File: config.mk
export PLATFORM = sky130hd
export DESIGN_NAME = sd_dma
export DESIGN_NICKNAME = d
export VERILOG_FILES = /design/src/rtl/sd_dma_pkg.sv /design/src/rtl/sd_xchg.sv /design/src/rtl/sd_dma.sv
export SDC_FILE = /design/constraint.sdc
export NUM_CORES = 1
export LEC_CHECK = 0
export ABC_AREA = 1
export BUFFER_PORTS_ARGS = -buffer_cell sky130_fd_sc_hd__buf_2
export CAP_MARGIN = 20
export CORE_MARGIN = 1.5
export CORE_UTILIZATION = 45
export DETAILED_ROUTE_END_ITERATION = 10
export HOLD_SLACK_MARGIN = 0.15
export PLACE_DENSITY_LB_ADDON = 0.3
export SETUP_SLACK_MARGIN = 0.2
export SKIP_LAST_GASP = 1
export SLEW_MARGIN = 20
export SYNTH_ARGS = -nofsm -noshare
export SYNTH_HDL_FRONTEND = slang
export SYNTH_HIERARCHICAL = 1
export SYNTH_SLANG_ARGS = --single-unit
File: constraint.sdc
create_clock -name clock -period 3.75 [get_ports clock]
set_input_delay 0.375 -clock clock [delete_from_list [all_inputs] [get_ports clock]]
set_output_delay 0.375 -clock clock [all_outputs]
set_load 0.01 [all_outputs]
File: src/rtl/sd_dma_pkg.sv
// sd_dma_pkg: shared states, sd command codes and protocol constants for the sector-read DMA.
package sd_dma_pkg;
  typedef enum logic [3:0] {
    S_IDLE, S_DESEL, S_SEL, S_CMD, S_R1, S_TOKEN, S_DATA, S_CRC, S_DESEL_END, S_DONE
  } state_t;
  typedef enum logic [1:0] {X_IDLE, X_REQ, X_WAIT} xstate_t;
  localparam logic [1:0] SD_CMD_XCHG  = 2'd0;
  localparam logic [1:0] SD_CMD_SEL   = 2'd1;
  localparam logic [1:0] SD_CMD_DESEL = 2'd2;
  localparam logic [7:0] CMD17        = 8'h51;
  localparam logic [7:0] DATA_TOKEN   = 8'hFE;
  localparam logic [7:0] PAD          = 8'hFF;
  localparam int         BLOCK_BYTES  = 512;
endpackage

File: src/rtl/sd_xchg.sv
// sd_xchg: one request/busy/idle handshake with the sd byte engine.
module sd_xchg
  import sd_dma_pkg::*;
(
  input  logic       clock,
  input  logic       resetn,
  input  logic       go,
  input  logic       sd_busy,
  input  logic       sd_timeout,
  input  logic [7:0] sd_din,
  output logic       sd_signal,
  output logic       ack,
  output logic       tmo,
  output logic [7:0] rx
);
  xstate_t state, nxt;

  always_ff @(posedge clock or negedge resetn)
    if (!resetn) state <= X_IDLE;
    else state <= nxt;

  always_comb
    nxt = (state == X_IDLE) ? ((go && !sd_busy) ? X_REQ : X_IDLE) :
          (state == X_REQ)  ? (sd_busy ? X_WAIT : X_REQ) :
                              (sd_busy ? X_WAIT : X_IDLE);

  // the request is raised combinationally so an exchange starts in the cycle it is wanted
  always_comb begin
    sd_signal = (state == X_REQ) || (state == X_IDLE && go && !sd_busy);
    ack       = (state == X_WAIT) && !sd_busy;
    tmo       = sd_timeout;
    rx        = sd_din;
  end
endmodule

File: src/rtl/sd_dma.sv
// sd_dma: reads one 512-byte SD block via CMD17 and writes it to main memory
// in cycles the CPU leaves the memory port free.
module sd_dma
  import sd_dma_pkg::*;
#(
  parameter int ADDR_W      = 18,
  parameter int R1_POLLS    = 8,
  parameter int TOKEN_POLLS = 4096
) (
  input  logic              clock,
  input  logic              resetn,
  input  logic              start,
  input  logic [31:0]       lba,
  input  logic [ADDR_W-1:0] dst,
  output logic              busy,
  output logic              done,
  output logic              error,
  output logic              sd_signal,
  output logic [1:0]        sd_cmd,
  output logic [7:0]        sd_out,
  input  logic [7:0]        sd_din,
  input  logic              sd_busy,
  input  logic              sd_timeout,
  input  logic              cpu_mreq,
  output logic              mem_sel,
  output logic              mem_we,
  output logic [ADDR_W-1:0] mem_addr,
  output logic [7:0]        mem_data
);
  localparam logic [9:0]  LAST_BYTE = 10'(BLOCK_BYTES - 1);
  localparam logic [12:0] R1_LAST   = 13'(R1_POLLS - 1);
  localparam logic [12:0] TOK_LAST  = 13'(TOKEN_POLLS - 1);

  state_t      state, nxt;
  logic [31:0] lba_q;
  logic [9:0]  cnt;
  logic [12:0] poll;
  logic        pending, go, ack, tmo, fail;
  logic [7:0]  rx;

  sd_xchg u_xchg (
    .clock     (clock),
    .resetn    (resetn),
    .go        (go),
    .sd_busy   (sd_busy),
    .sd_timeout(sd_timeout),
    .sd_din    (sd_din),
    .sd_signal (sd_signal),
    .ack       (ack),
    .tmo       (tmo),
    .rx        (rx)
  );

  always_ff @(posedge clock or negedge resetn)
    if (!resetn) state <= S_IDLE;
    else state <= nxt;

  always_comb begin
    fail = ack && state != S_DESEL_END && (tmo ||
           (state == S_R1    && (rx == PAD ? poll == R1_LAST  : rx != 8'h00)) ||
           (state == S_TOKEN && (rx == PAD ? poll == TOK_LAST : rx != DATA_TOKEN)));
    nxt = state;
    case (state)
      S_IDLE:      if (start) nxt = S_DESEL;
      S_DESEL:     if (ack && cnt == 10'd1) nxt = S_SEL;
      S_SEL:       if (ack) nxt = S_CMD;
      S_CMD:       if (ack && cnt == 10'd5) nxt = S_R1;
      S_R1:        if (ack && rx != PAD) nxt = S_TOKEN;
      S_TOKEN:     if (ack && rx == DATA_TOKEN) nxt = S_DATA;
      S_DATA:      if (ack && cnt == LAST_BYTE) nxt = S_CRC;
      S_CRC:       if (ack && cnt == 10'd1) nxt = S_DESEL_END;
      S_DESEL_END: if (ack) nxt = S_DONE;
      default:     nxt = S_IDLE;
    endcase
    if (fail) nxt = S_DESEL_END;
  end

  // an exchange waits for the previous data byte to reach memory
  always_comb begin
    busy    = state != S_IDLE;
    done    = state == S_DONE;
    go      = !(state inside {S_IDLE, S_DONE}) && !pending;
    sd_cmd  = (state == S_SEL) ? SD_CMD_SEL :
              (state == S_DESEL_END || (state == S_DESEL && cnt == 10'd0)) ? SD_CMD_DESEL : SD_CMD_XCHG;
    sd_out  = (state == S_IDLE) ? 8'h00 :
              (state != S_CMD)  ? PAD :
              (cnt == 10'd0) ? CMD17 :
              (cnt == 10'd1) ? lba_q[31:24] :
              (cnt == 10'd2) ? lba_q[23:16] :
              (cnt == 10'd3) ? lba_q[15:8] :
              (cnt == 10'd4) ? lba_q[7:0] : PAD;
    mem_we  = pending && !cpu_mreq;
    mem_sel = mem_we;
  end

  always_ff @(posedge clock or negedge resetn)
    if (!resetn) begin
      lba_q    <= '0;
      cnt      <= '0;
      poll     <= '0;
      error    <= 1'b0;
      pending  <= 1'b0;
      mem_addr <= '0;
      mem_data <= '0;
    end else begin
      cnt  <= (nxt != state) ? '0 : cnt + 10'(ack);
      poll <= (nxt != state) ? '0 : poll + 13'(ack);
      if (state == S_IDLE && start) begin
        lba_q    <= lba;
        mem_addr <= dst;
        error    <= 1'b0;
      end
      if (fail) error <= 1'b1;
      if (state == S_DATA && ack && !tmo) begin
        pending  <= 1'b1;
        mem_data <= rx;
      end else if (mem_we) begin
        pending  <= 1'b0;
        mem_addr <= mem_addr + 1'b1;
      end
    end
endmodule
== After elaboration in Yosys (flattened, before gate mapping) ==
Index checks and enable logic that the tools add are counted.

* Output and inout port bits: 42
* Word-level logic and storage cells: 110
* Register bits after elaboration: 89
* Input port bits: 64

* Reductions and logical operators: 36
* Mux-type cells: 36
* Equal/unequal tests: 26
* $add $sub $neg: 3

{| class="wikitable"
|+ Operator list
! kind !! number
|-
| $mux W8 || 7
|-
| $mux W18 || 3
|-
| $mux W4 || 10
|-
| $pmux W4 S9 || 1
|-
| $eq A10 B2 Y1 const B || 2
|-
| $eq A10 B3 Y1 const B || 2
|-
| $logic_and A1 B1 Y1 || 19
|-
| $add A18 B1 Y18 const B || 1
|-
| $eq A4 B3 Y1 const B || 4
|-
| $eq A8 B8 Y1 const B || 2
|-
| $ne A8 B8 Y1 const B || 2
|-
| $add A13 B1 Y13 || 1
|-
| $eq A13 B12 Y1 const B || 1
|-
| $eq A13 B3 Y1 const B || 1
|-
| $mux W13 || 1
|-
| $mux W2 || 6
|-
| $add A10 B1 Y10 || 1
|-
| $eq A10 B1 Y1 const B || 1
|-
| $eq A10 B9 Y1 const B || 1
|-
| $logic_not A10 Y1 || 1
|-
| $mux W10 || 1
|-
| $eq A4 B2 Y1 const B || 2
|-
| $eq A4 B4 Y1 const B || 2
|-
| $reduce_bool A8 Y1 || 1
|-
| 13 further kinds || 28
|}

== Longest topological paths before layout ==
Gate-level depths: netlist (run 1).

* Depth after elaboration: 9
* Gate-level depth with buffers: 17
* Gate-level depth less buffers: 16

== Modules after synthesis ==
Netlist (run 1), hierarchy kept.

{| class="wikitable"
|+ By module, submodules not included
! module !! area each (sq um) !! seq. area each (sq um) !! times used !! cells an instance
|-
| sd_dma || 4902.2 || 2177.1 || 1 || 653
|-
| sd_xchg || 167.7 || 50.0 || 1 || 23
|}

== Worst setup path after synthesis (run 1) ==
No wires, ideal clock.

* Path kind: reg2reg
* Start point: register u_xchg.state[0]
* End point: register cnt[9]
* Clock period less this slack: 2.263 ns
* Data required time: 3.630 ns
* Buffers on the path: 0
* Cell stages (with the launch flop): 9
* Data arrival time: 2.144 ns
* Setup time: 0.120 ns
* Slack: 1.487 ns
* Cells stage by stage: dfrtp_1 -> nor3_1 -> ha_1 -> nand3_1 -> nor3b_1 -> nand3_1 -> nor2_1 -> xor2_1 -> nor2_1

* Longest elaborated chain between the ends: 8
* Elaborated cells on any way between the ends: 22
* Those cells by class: add/sub: 1; eq/ne: 2; mux: 11; reduce/logical: 8

{| class="wikitable"
|+ RTL lines
! element !! RTL line !! RTL
|-
| start: declaration || sd_xchg.sv:16 || <nowiki>xstate_t state, nxt;</nowiki>
|-
| start signal: assignment || sd_xchg.sv:20 || <nowiki>else state <= nxt;</nowiki>
|-
| $eq A2 B2 Y1 (*) || sd_xchg.sv:30 || <nowiki>ack = (state == X_WAIT) && !sd_busy;</nowiki>
|-
| $logic_and A1 B1 Y1 (*) || sd_xchg.sv:30 ||
|-
| net ack || sd_dma.sv:38 || <nowiki>logic pending, go, ack, tmo, fail;</nowiki>
|-
| $logic_and A1 B1 Y1, on equally long branches || -- ||
|-
| $mux W4 (tied with other cells) || sd_dma.sv:71 || <nowiki>S_CRC: if (ack && cnt == 10'd1) nxt = S_DESEL_END;</nowiki>
|-
| $pmux W4 S9 || sd_dma.sv:63 || <nowiki>case (state)</nowiki>
|-
| $mux W4 || sd_dma.sv:75 || <nowiki>if (fail) nxt = S_DESEL_END;</nowiki>
|-
| $ne A4 B4 Y1 || sd_dma.sv:106 || <nowiki>cnt <= (nxt != state) ? '0 : cnt + 10'(ack);</nowiki>
|-
| $mux W10 (*) || sd_dma.sv:106 ||
|-
| end signal: assignment || sd_dma.sv:106 ||
|-
| end: declaration || sd_dma.sv:36 || <nowiki>logic [9:0] cnt;</nowiki>
|}

The timed path passes the listed nets; every way through them passes the cells marked *.
A chain may end at the register's enable or synchronous reset.

== Worst setup path after layout (run 1) ==
* Start point: register u_xchg.state[0]
* End point: register mem_addr[4]

* Longest elaborated chain between the ends: 5

{| class="wikitable"
|+ RTL lines
! element !! RTL line !! RTL
|-
| $eq A2 B2 Y1 || sd_xchg.sv:30 ||
|-
| $logic_and A1 B1 Y1 || sd_xchg.sv:30 ||
|-
| net ack || sd_dma.sv:38 ||
|-
| $logic_and A1 B1 Y1 (2 in series) || sd_dma.sv:114 || <nowiki>if (state == S_DATA && ack && !tmo) begin</nowiki>
|-
| $mux W18 || sd_dma.sv:114 ||
|-
| end signal: assignment || sd_dma.sv:110 || <nowiki>mem_addr <= dst;</nowiki>
|-
| end signal: assignment || sd_dma.sv:119 || <nowiki>mem_addr <= mem_addr + 1'b1;</nowiki>
|-
| end: declaration || sd_dma.sv:27 || <nowiki>output logic [ADDR_W-1:0] mem_addr,</nowiki>
|}

The timed path passes the listed nets, and every way through them passes these cells.

==> summary.txt, run 1 <==
CTS
  – CTS H-tree depth: 3
  – CTS Buffer Depth: 2
  – CTS tree: built
  – Clk_lat worst skew: 340 ps
  – TritonCTS Buffers: 9
  – Post-CTS sizing: 0
  – Setup Fix Bufs, Post-CTS: 0
  – CTS Sinks: 89
  – Clock slew at reported path FFs: 60 ps
  – Clock root cell: clkbuf_16

Power and ir drop
  – Clock share of power: 0.208
  – Psw: 1.71 mW
  – Combinational share of power: 0.411
  – Peak supply drop: 352 uV
  – Leak pwr: 3.04 nW
  – Int Pwr: about 2.3 mW
  – Net Sw Frac: 0.430
  – Pwr dens: 673 nW/um^2
  – Part of the power in registers: 0.381

Logic synthesis
  – Synth Warn #: 6
  – Asr flop ratio synth: 1.00
  – Sequential element share of the synthesized area: 0.439
  – Distinct cells, synth: 39
  – Post-synth EDFFs: 0
  – Syn nets: 745
  – Mapped Avg Cell Area: between 7 and 8 sq um
  – Main flop type after synthesis: dfrtp_1
  – Mapped Area: 5070 sq um
  – FF+latch count, synth: 89
  – Cell count after synthesis: 676

Worst setup path
  – CP endpoint kind: register
  – WP buf/inv: 2
  – Most used cell, CP: nand2_1
  – Crit path DAT: ~3000 ps
  – Worst path cell trace: nor3_1 -> buf_4 -> nand2_1 -> nor2_1 -> nand2_1 -> nand2_1 -> inv_1 -> a21oi_1 -> o21ai_0 -> o21ai_0
  – Critical path class: reg2reg
  – Stages on the worst setup path: 10
  – CP Max Fanout: 22
  – Max incr delay on CP: between 400 and 500 ps
  – Required @ worst endpoint: 4010 ps
  – Startpoint types: register
  – Slowest stage cell, crit path: nand2_1
  – R2R depth: 10
  – Critical path's top delay family: simple AND/OR/NAND/NOR gates

Placement
  – Gpl congestion: 0.893
  – Port bufs: 105
  – Placed cells: 898
  – Final HPWL DP: between 8000 and 9000 um
  – Dpl ws: between 1000 and 1500 ps

Cells and area
  – Util after Layout: 0.542
  – Layout fillers: 1042
  – Share of cells above drive strength 1: 0.224
  – Nets: 839
  – Antenna Diode Count: 0
  – Post-Layout Cell Count: 914
  – Area growth syn-to-layout: 16.8%

Flow run
  – Max_cap viols: 0

STA
  – RSZ-0062 raised after global routing: no
  – Final Max Slew Viols: 0
  – Slew Limit Headroom: 0.440
  – Clk_skew: between 4 and 5 ps
  – Hold Slack: 228 ps
  – Worst Tran Pin Value: 838 ps
  – Worst Slack Setup Final: 994 ps
  – Final Cycle Share: 0.735
  – Final setup viols: 0
  – Fin. Hold Viols: 0
  – Setup_tns: 0 ps
  – Minimum clock period: ~2800 ps
  – Fmax: 0.363 GHz

Hold path
  – Hold Path Stages: 3
  – Hold WC Path Type: in2reg

Floorplan
  – Die width: 109 um
  – Top Ports: around 110
  – Core Area: 10900 sq um
  – Starting Density: 0.464
  – Chip Height: 109 um
  – Die ar.: 11900 sq um
  – Standard-cell rows: 38

Route
  – Routed len/inst: 13.3 um
  – Routed Antenna Nets: 0
  – First-pass DRT Iterations: 5
  – DRC viols: 0
  – DR vias: 4566
  – Vias per cell: 5.00
  – DRT Wirelength: 12200 um
  – Starting DRC count in detailed routing: approximately 240

Global routing
  – Vias in the first global route: between 4000 and 5000
  – Initial antenna violation count: 0
  – First-pass GRT wire length: about 21000 um
  – Largest net degree at the start of global routing: 60
  – Remaining global-route overflow: 0
  – GRT Total Usage: 0.223

Run status
  – Status: finished, final reports clean
==> routing by layer <==
metal / wire, um / global-route usage / vias up
met1: 5720 / 0.287 / 2139
met5: 0 / 0 / -
met3: 610 / 0.0466 / 12
met4: 114 / 0.0630 / 0
met2: 5730 / 0.378 / 106
li1: - / - / 2309
==> layout by cell type, fill, tap and decap left out, types with 2 or more instances in the layout <==
| cell | count |
|---|---|
| a21oi_1 | 24 |
| xnor2_1 | 10 |
| nor2_1 | 58 |
| dfrtp_1 | 89 |
| nor2_4 | 8 |
| nand3_1 | 30 |
| inv_2 | 4 |
| o21ai_0 | 34 |
| nor3_1 | 8 |
| nor2_2 | 24 |
| nor4_1 | 2 |
| or2_2 | 2 |
| mux2i_1 | 2 |
| clkinv_2 | 2 |
| clkbuf_16 | 9 |
| buf_2 | 104 |
| nand2_4 | 2 |
| inv_1 | 68 |
| nand2_2 | 7 |
| ha_1 | 5 |
| nand2_1 | 226 |
| clkbuf_1 | 2 |
| o221ai_1 | 3 |
| o211ai_1 | 7 |
| xor2_1 | 15 |
| mux2_2 | 3 |
| nand4_1 | 4 |
| o22ai_1 | 5 |
| buf_4 | 4 |
==> sequential cells by signal, indices dropped and copies added, names as in the netlist <==
register / count
mem_data: 8
poll: 13
mem_addr: 18
pending: 1
error: 1
cnt: 10
state: 4
lba_q: 32
u_xchg/state: 2
==> final timing paths <==
| kind | to | from | slack [ps] |
|---|---|---|---|
| worst max-delay path | mem_addr[4] | u_xchg/state[0] | 990 |
| worst min-delay path | lba_q[27] | lba[27] | 230 |
| worst max register to register | mem_addr[4] | u_xchg/state[0] | 990 |
| worst min register to register | lba_q[19] | lba_q[19] | 470 |
| max in group asynchronous | lba_q[14] | resetn | 2170 |
| min in group asynchronous | mem_data[1] | resetn | 660 |
==> cells in the mapped netlist, types with 2 or more instances <==
cell type    n  share of area
o21ai_0     34          0.034
buf_6        2         0.0044
buf_1        3         0.0022
o211ai_1     7          0.010
mux2i_1      2         0.0039
nand3_1     30          0.030
nand2_1    226           0.17
nor2_4       7          0.016
or2_2        2         0.0025
nor2_2      24          0.030
o221ai_1     3         0.0052
nand4_1      4         0.0049
a21oi_1     24          0.024
clkbuf_1     8         0.0059
nand2_4      2         0.0044
o22ai_1      5         0.0062
xnor2_1     10          0.017
nor4_1       2         0.0025
nor2_1      59          0.044
nand2_2      7         0.0086
xor2_1      15          0.026
nor3_1       8         0.0079
inv_1       68          0.050
ha_1         5          0.012
mux2_2       3         0.0067
buf_2        3         0.0030
inv_2        4         0.0030
buf_4       10          0.015
dfrtp_1     89           0.44
==> through the flow <==
step                power, mW  instance area (sq um)
global placement         3.11                   5650
finish                   3.98                   5920
floorplan                2.69                   5070
global route             4.31                   5920
CTS                      4.01                   5920
detailed placement       3.17                   5650
==> power groups by stage <==
stage	logic [mW]	clock network (mW)	registers (mW)
detailed placement	1.64	0	1.53
finish	1.64	0.829	1.52
global route	1.86	0.884	1.57
floorplan	1.17	0	1.51
global placement	1.60	0	1.51
CTS	1.65	0.841	1.51
==> kinds of logic after synthesis <==
family / Yosys count / share of synthesized area
AND/OR/NAND/NOR: 375 / 0.324
flip-flops: 89 / 0.439
adder cells (fa/ha/maj): 5 / 0.0123
buffers and inverters: 99 / 0.0844
XOR/XNOR: 25 / 0.0432
multiplexers: 5 / 0.0106
AO/OA/AOI/OAI: 78 / 0.0866
==> repair_timing <==
action                     CTS  global route
hold buffers                 1             0
hold endpoints to repair     1             0
setup endpoints to repair    0             0
==> cell type report <==
type	count	area, sq um	share of cell area
Clock buffer	12	246	0.0416
Tap cell	140	175	0.0296
Sequential cell	89	2230	0.376
Timing Repair Buffer	109	561	0.0946
Inverter	73	274	0.0463
Clock inverter	3	17.5	0.00296
Multi-Input combinational cell	488	2420	0.409
==> worst register-to-register path: stages (launching register included) <==
cell	delay (ps)
dfrtp_1	420
nor3_1	240
buf_4	210
nand2_1	60
nor2_1	140
nand2_1	290
nand2_1	450
inv_1	430
a21oi_1	210
o21ai_0	110
o21ai_0	110
No activity file was read; power rests on OpenSTA's default activity.
==> run 2, diff against run 1 <==
--- a/config.mk
+++ b/config.mk
@@ -5,7 +5,7 @@
 export SDC_FILE = /design/constraint.sdc
 export NUM_CORES = 1
 export LEC_CHECK = 0
-export ABC_AREA = 1
+export ABC_AREA = 0
 export BUFFER_PORTS_ARGS = -buffer_cell sky130_fd_sc_hd__buf_2
 export CAP_MARGIN = 20
 export CORE_MARGIN = 1.5
==> constraint.sdc (replaced) <==
create_clock -name clock -period 2.54 [get_ports clock]
set_input_delay 0.254 -clock clock [delete_from_list [all_inputs] [get_ports clock]]
set_output_delay 0.254 -clock clock [all_outputs]
set_load 0.01 [all_outputs]
==> summary.txt, run 2 <==
Logic synthesis
  – Distinct cells, synth: 54 (was 39)
  – Post-synth top area cell: dfrtp_1 (unchanged)
  – Main flop type after synthesis: dfrtp_1 (unchanged)
  – Synth Warn #: 6 (unchanged)
  – Cell count after synthesis: 560 (was 676)
  – Mapped Avg Cell Area: 8.65 sq um (was 7.50 sq um)
  – Synth top area share: 0.460 (was 0.439)
  – Sequential element share of the synthesized area: 0.460 (was 0.439)
  – FF+latch count, synth: 89 (unchanged)
  – Syn nets: 629 (was 745)
  – Post-synth EDFFs: 0 (unchanged)
  – Ranking of synthesized cells by area: dfrtp_1 46%, nand2_1 10%, nor2_1 4.4%, nor3_1 2.8%, mux2_2 2.6% (was dfrtp_1 44%, nand2_1 17%, inv_1 5.0%, nor2_1 4.4%, o21ai_0 3.4%)
  – Most instantiated library cell after synthesis: nand2_1 (unchanged)
  – Synth top cells by count: 130 x nand2_1, 89 x dfrtp_1, 57 x nor2_1, 27 x nor3_1, 24 x o21ai_0 (was 226 x nand2_1, 89 x dfrtp_1, 68 x inv_1, 59 x nor2_1, 34 x o21ai_0)
  – Mapped Area: 4840 sq um (was 5070 sq um)
  – Asr flop ratio synth: 1.00 (unchanged)

Worst setup path
  – R2R setup slack: -280 ps (was 990 ps)
  – R2R depth: 10 (unchanged)
  – R2R Path End: poll[9] (was mem_addr[4])
  – Critical path's top delay family: simple AND/OR/NAND/NOR gates (unchanged)
  – Stages on the worst setup path: 7 (was 10)
  – Critical path class: reg2out (was reg2reg)
  – CP Max Fanout: 8 (was 22)
  – Most used cell, CP: or4_4 (was nand2_1)
  – Worst r2r src: cnt[7] (was u_xchg/state[0])
  – Slowest stage cell, crit path: or4_4 (was nand2_1)
  – Required @ worst endpoint: 2290 ps (was 4010 ps)
  – Critical path endpoint: sd_out[7] (was mem_addr[4])
  – Max incr delay on CP: 550 ps (was 450 ps)
  – WP buf/inv: 2 (unchanged)
  – CP endpoint kind: output pin (was register)
  – Startpoint types: register (unchanged)
  – Worst path cell trace: or4_4 -> buf_6 -> or4_4 -> o22a_1 -> a21oi_1 -> o21ai_1 -> buf_2 (was nor3_1 -> buf_4 -> nand2_1 -> nor2_1 -> nand2_1 -> nand2_1 -> inv_1 -> a21oi_1 -> o21ai_0 -> o21ai_0)
  – Crit path from: cnt[1] (was u_xchg/state[0])
  – Crit path DAT: 2580 ps (was 3010 ps)

Route
  – First-pass DRT Iterations: 5 (unchanged)
  – Routed Antenna Nets: 0 (unchanged)
  – Starting DRC count in detailed routing: 240 (was 236)
  – DR vias: 4941 (was 4566)
  – Vias per cell: 5.44 (was 5.00)
  – DRC viols: 0 (unchanged)
  – Routed len/inst: 15.8 um (was 13.3 um)
  – DRT Wirelength: 14300 um (was 12200 um)

CTS
  – Clk_lat worst skew: 380 ps (was 340 ps)
  – CTS Buffer Depth: 2 (unchanged)
  – Clock slew at reported path FFs: 90 ps (was 60 ps)
  – CTS tree: built (unchanged)
  – CTS Sinks: 89 (unchanged)
  – TritonCTS Buffers: 9 (unchanged)
  – Clock root cell: clkbuf_8 (was clkbuf_16)
  – CTS H-tree depth: 3 (unchanged)

Global routing
  – Vias in the first global route: 4857 (was 4586)
  – Remaining global-route overflow: 0 (unchanged)
  – First-pass GRT wire length: 22900 um (was 20800 um)
  – Initial antenna violation count: 1 (was 0)
  – Largest net degree at the start of global routing: 40 (was 60)
  – GRT Total Usage: 0.253 (was 0.223)

STA
  – Hold Slack: 164 ps (was 228 ps)
  – Minimum clock period: 2840 ps
  – Final Max Slew Viols: 0 (unchanged)
  – Slew Limit Headroom: 0.519 (was 0.440)
  – Worst Tran Pin Value: 716 ps (was 838 ps)
  – Final Cycle Share: 1.12
  – Setup_tns: -8220 ps (was 0 ps)
  – Final setup viols: 32 (was 0)
  – Fmax: between 0.3 and 0.4 GHz
  – Worst Slack Setup Final: -295 ps (was 994 ps)
  – Fin. Hold Viols: 0 (unchanged)
  – RSZ-0062 raised after global routing: yes (was no)
  – Clk_skew: 13.9 ps (was 4.98 ps)

Placement
  – Final HPWL DP: 8970 um (was 8930 um)
  – Gpl congestion: 0.916 (was 0.893)
  – Port bufs: 105 (unchanged)
  – Dpl ws: -137 ps (was 1010 ps)

Cells and area
  – Area growth syn-to-layout: 47.5% (was 16.8%)
  – Most common cell after layout, fill and taps aside: nand2_1 (unchanged)
  – Nets: 837 (was 839)
  – Most flop-heavy register: lba_q (unchanged)
  – Most frequent cells in the layout: 124 x nand2_1, 103 x buf_2, 87 x dfrtp_1 (was 226 x nand2_1, 104 x buf_2, 89 x dfrtp_1)
  – Largest register FFs: 32 (unchanged)
  – Share of cells above drive strength 1: 0.358 (was 0.224)
  – Largest regs: lba_q (32), mem_addr (18), poll (13) (unchanged)

Power and ir drop
  – Pwr dens: 900 nW/um^2 (was 673 nW/um^2)
  – Leak pwr: 3.44 nW (was 3.04 nW)
  – Peak supply drop: 580 uV (was 352 uV)
  – Total power draw: 6.43 mW (was 3.98 mW)

Floorplan
  – Core Area: 10400 sq um (was 10900 sq um)
  – Die width: 107 um (was 109 um)
  – Top Ports: 106 (unchanged)
  – Chip Height: 107 um (was 109 um)
  – Standard-cell rows: 37 (was 38)
  – Starting Density: 0.467 (was 0.464)
  – Die ar.: 11400 sq um (was 11900 sq um)

Hold path
  – Hold Path Origin: dst[6] (was lba[27])
  – Hold WC Path Type: in2reg (unchanged)

Run status
  – Failing checks: negative setup slack
  – Status: finished with violations (was finished, final reports clean)

Flow run
  – Max_cap viols: 0 (unchanged)
-- run 2: changes by cell type in the layout (fill, tap and decap cells not counted), moves of 18 or more --
| cell | change |
|---|---|
| inv_1 | -60 |
| nor2_2 | -20 |
| buf_4 | +54 |
| nand2_1 | -102 |
| dlygate4sd3_1 | +52 |
| o21ai_0 | -18 |
-- run 2: worst min-delay path, delay by kind of cell --
family	cells	cell delay, ps
buffers and inverters	1	90
AO/OA/AOI/OAI	1	60
AND/OR/NAND/NOR	1	100
-- run 2: final cells by class --
type / count / area [sq um]
diodes: 1 / 2.50
clock buffers: 12 / 145
clock inverters: 3 / 65.1
fillers: 780 / 3230
inverters: 8 / 30.0
multi-input cells: 428 / 2740
flip-flops and latches: 89 / 2230
well taps: 136 / 170
repair buffers: 232 / 1760
-- run 2: logic make-up after synthesis --
logic type | count (synthesis) | synth area share
and+or+nand+nor | 291 | 0.278
DFF | 89 | 0.460
xor gates and xnor gates | 21 | 0.0380
adders and majority gates | 5 | 0.0129
AOI/OAI and AO/OA | 97 | 0.133
buffers and inverters | 44 | 0.0491
muxes | 13 | 0.0297
-- run 2: routing by layer --
metal | up-vias | global-route usage | part of all wire
met3 | 21 | 0.0511 | 0.061
met5 | - | 0 | 0
met1 | 2358 | 0.327 | 0.43
met2 | 194 | 0.421 | 0.49
li1 | 2368 | - | -
met4 | 0 | 0.0905 | 0.016
-- run 2: timing repair --
item                                    CTS  global route
hold buffers                             53             0
endpoints found under the setup margin   47            52
pin swaps                                 9            41
gates cloned                              3             2
hold endpoints to repair                 83             0
gates resized for setup                  19            78
setup buffers                             9            10
-- run 2: per-stage QoR --
stage / instance area (sq um) / cells / util
CTS: 6700 / 896 / 0.646
finish: 7140 / 909 / 0.689
floorplan: 4870 / 560 / -
global route: 7140 / 908 / 0.688
detailed placement: 5770 / 816 / 0.557
global placement: 5770 / 816 / 0.557
-- run 2: worst min-delay path by stage --
stage                         endpoint  slack (ps)  cells after the start
final                      mem_addr[6]         160                      3
after global routing      mem_addr[11]         160                      2
after CTS                  mem_addr[6]         160                      3
after detailed placement  mem_addr[14]         230                      1
after global placement    mem_addr[14]         220                      1
after floorplan                 cnt[0]         -40                      0
-- run 2: power by group --
part	switching, mW	leakage (nW)	internal, mW
sequential	0.390	1.14	1.84
clock	0.508	0.106	0.576
combinational	1.71	2.20	1.41
total	2.60	3.44	3.83
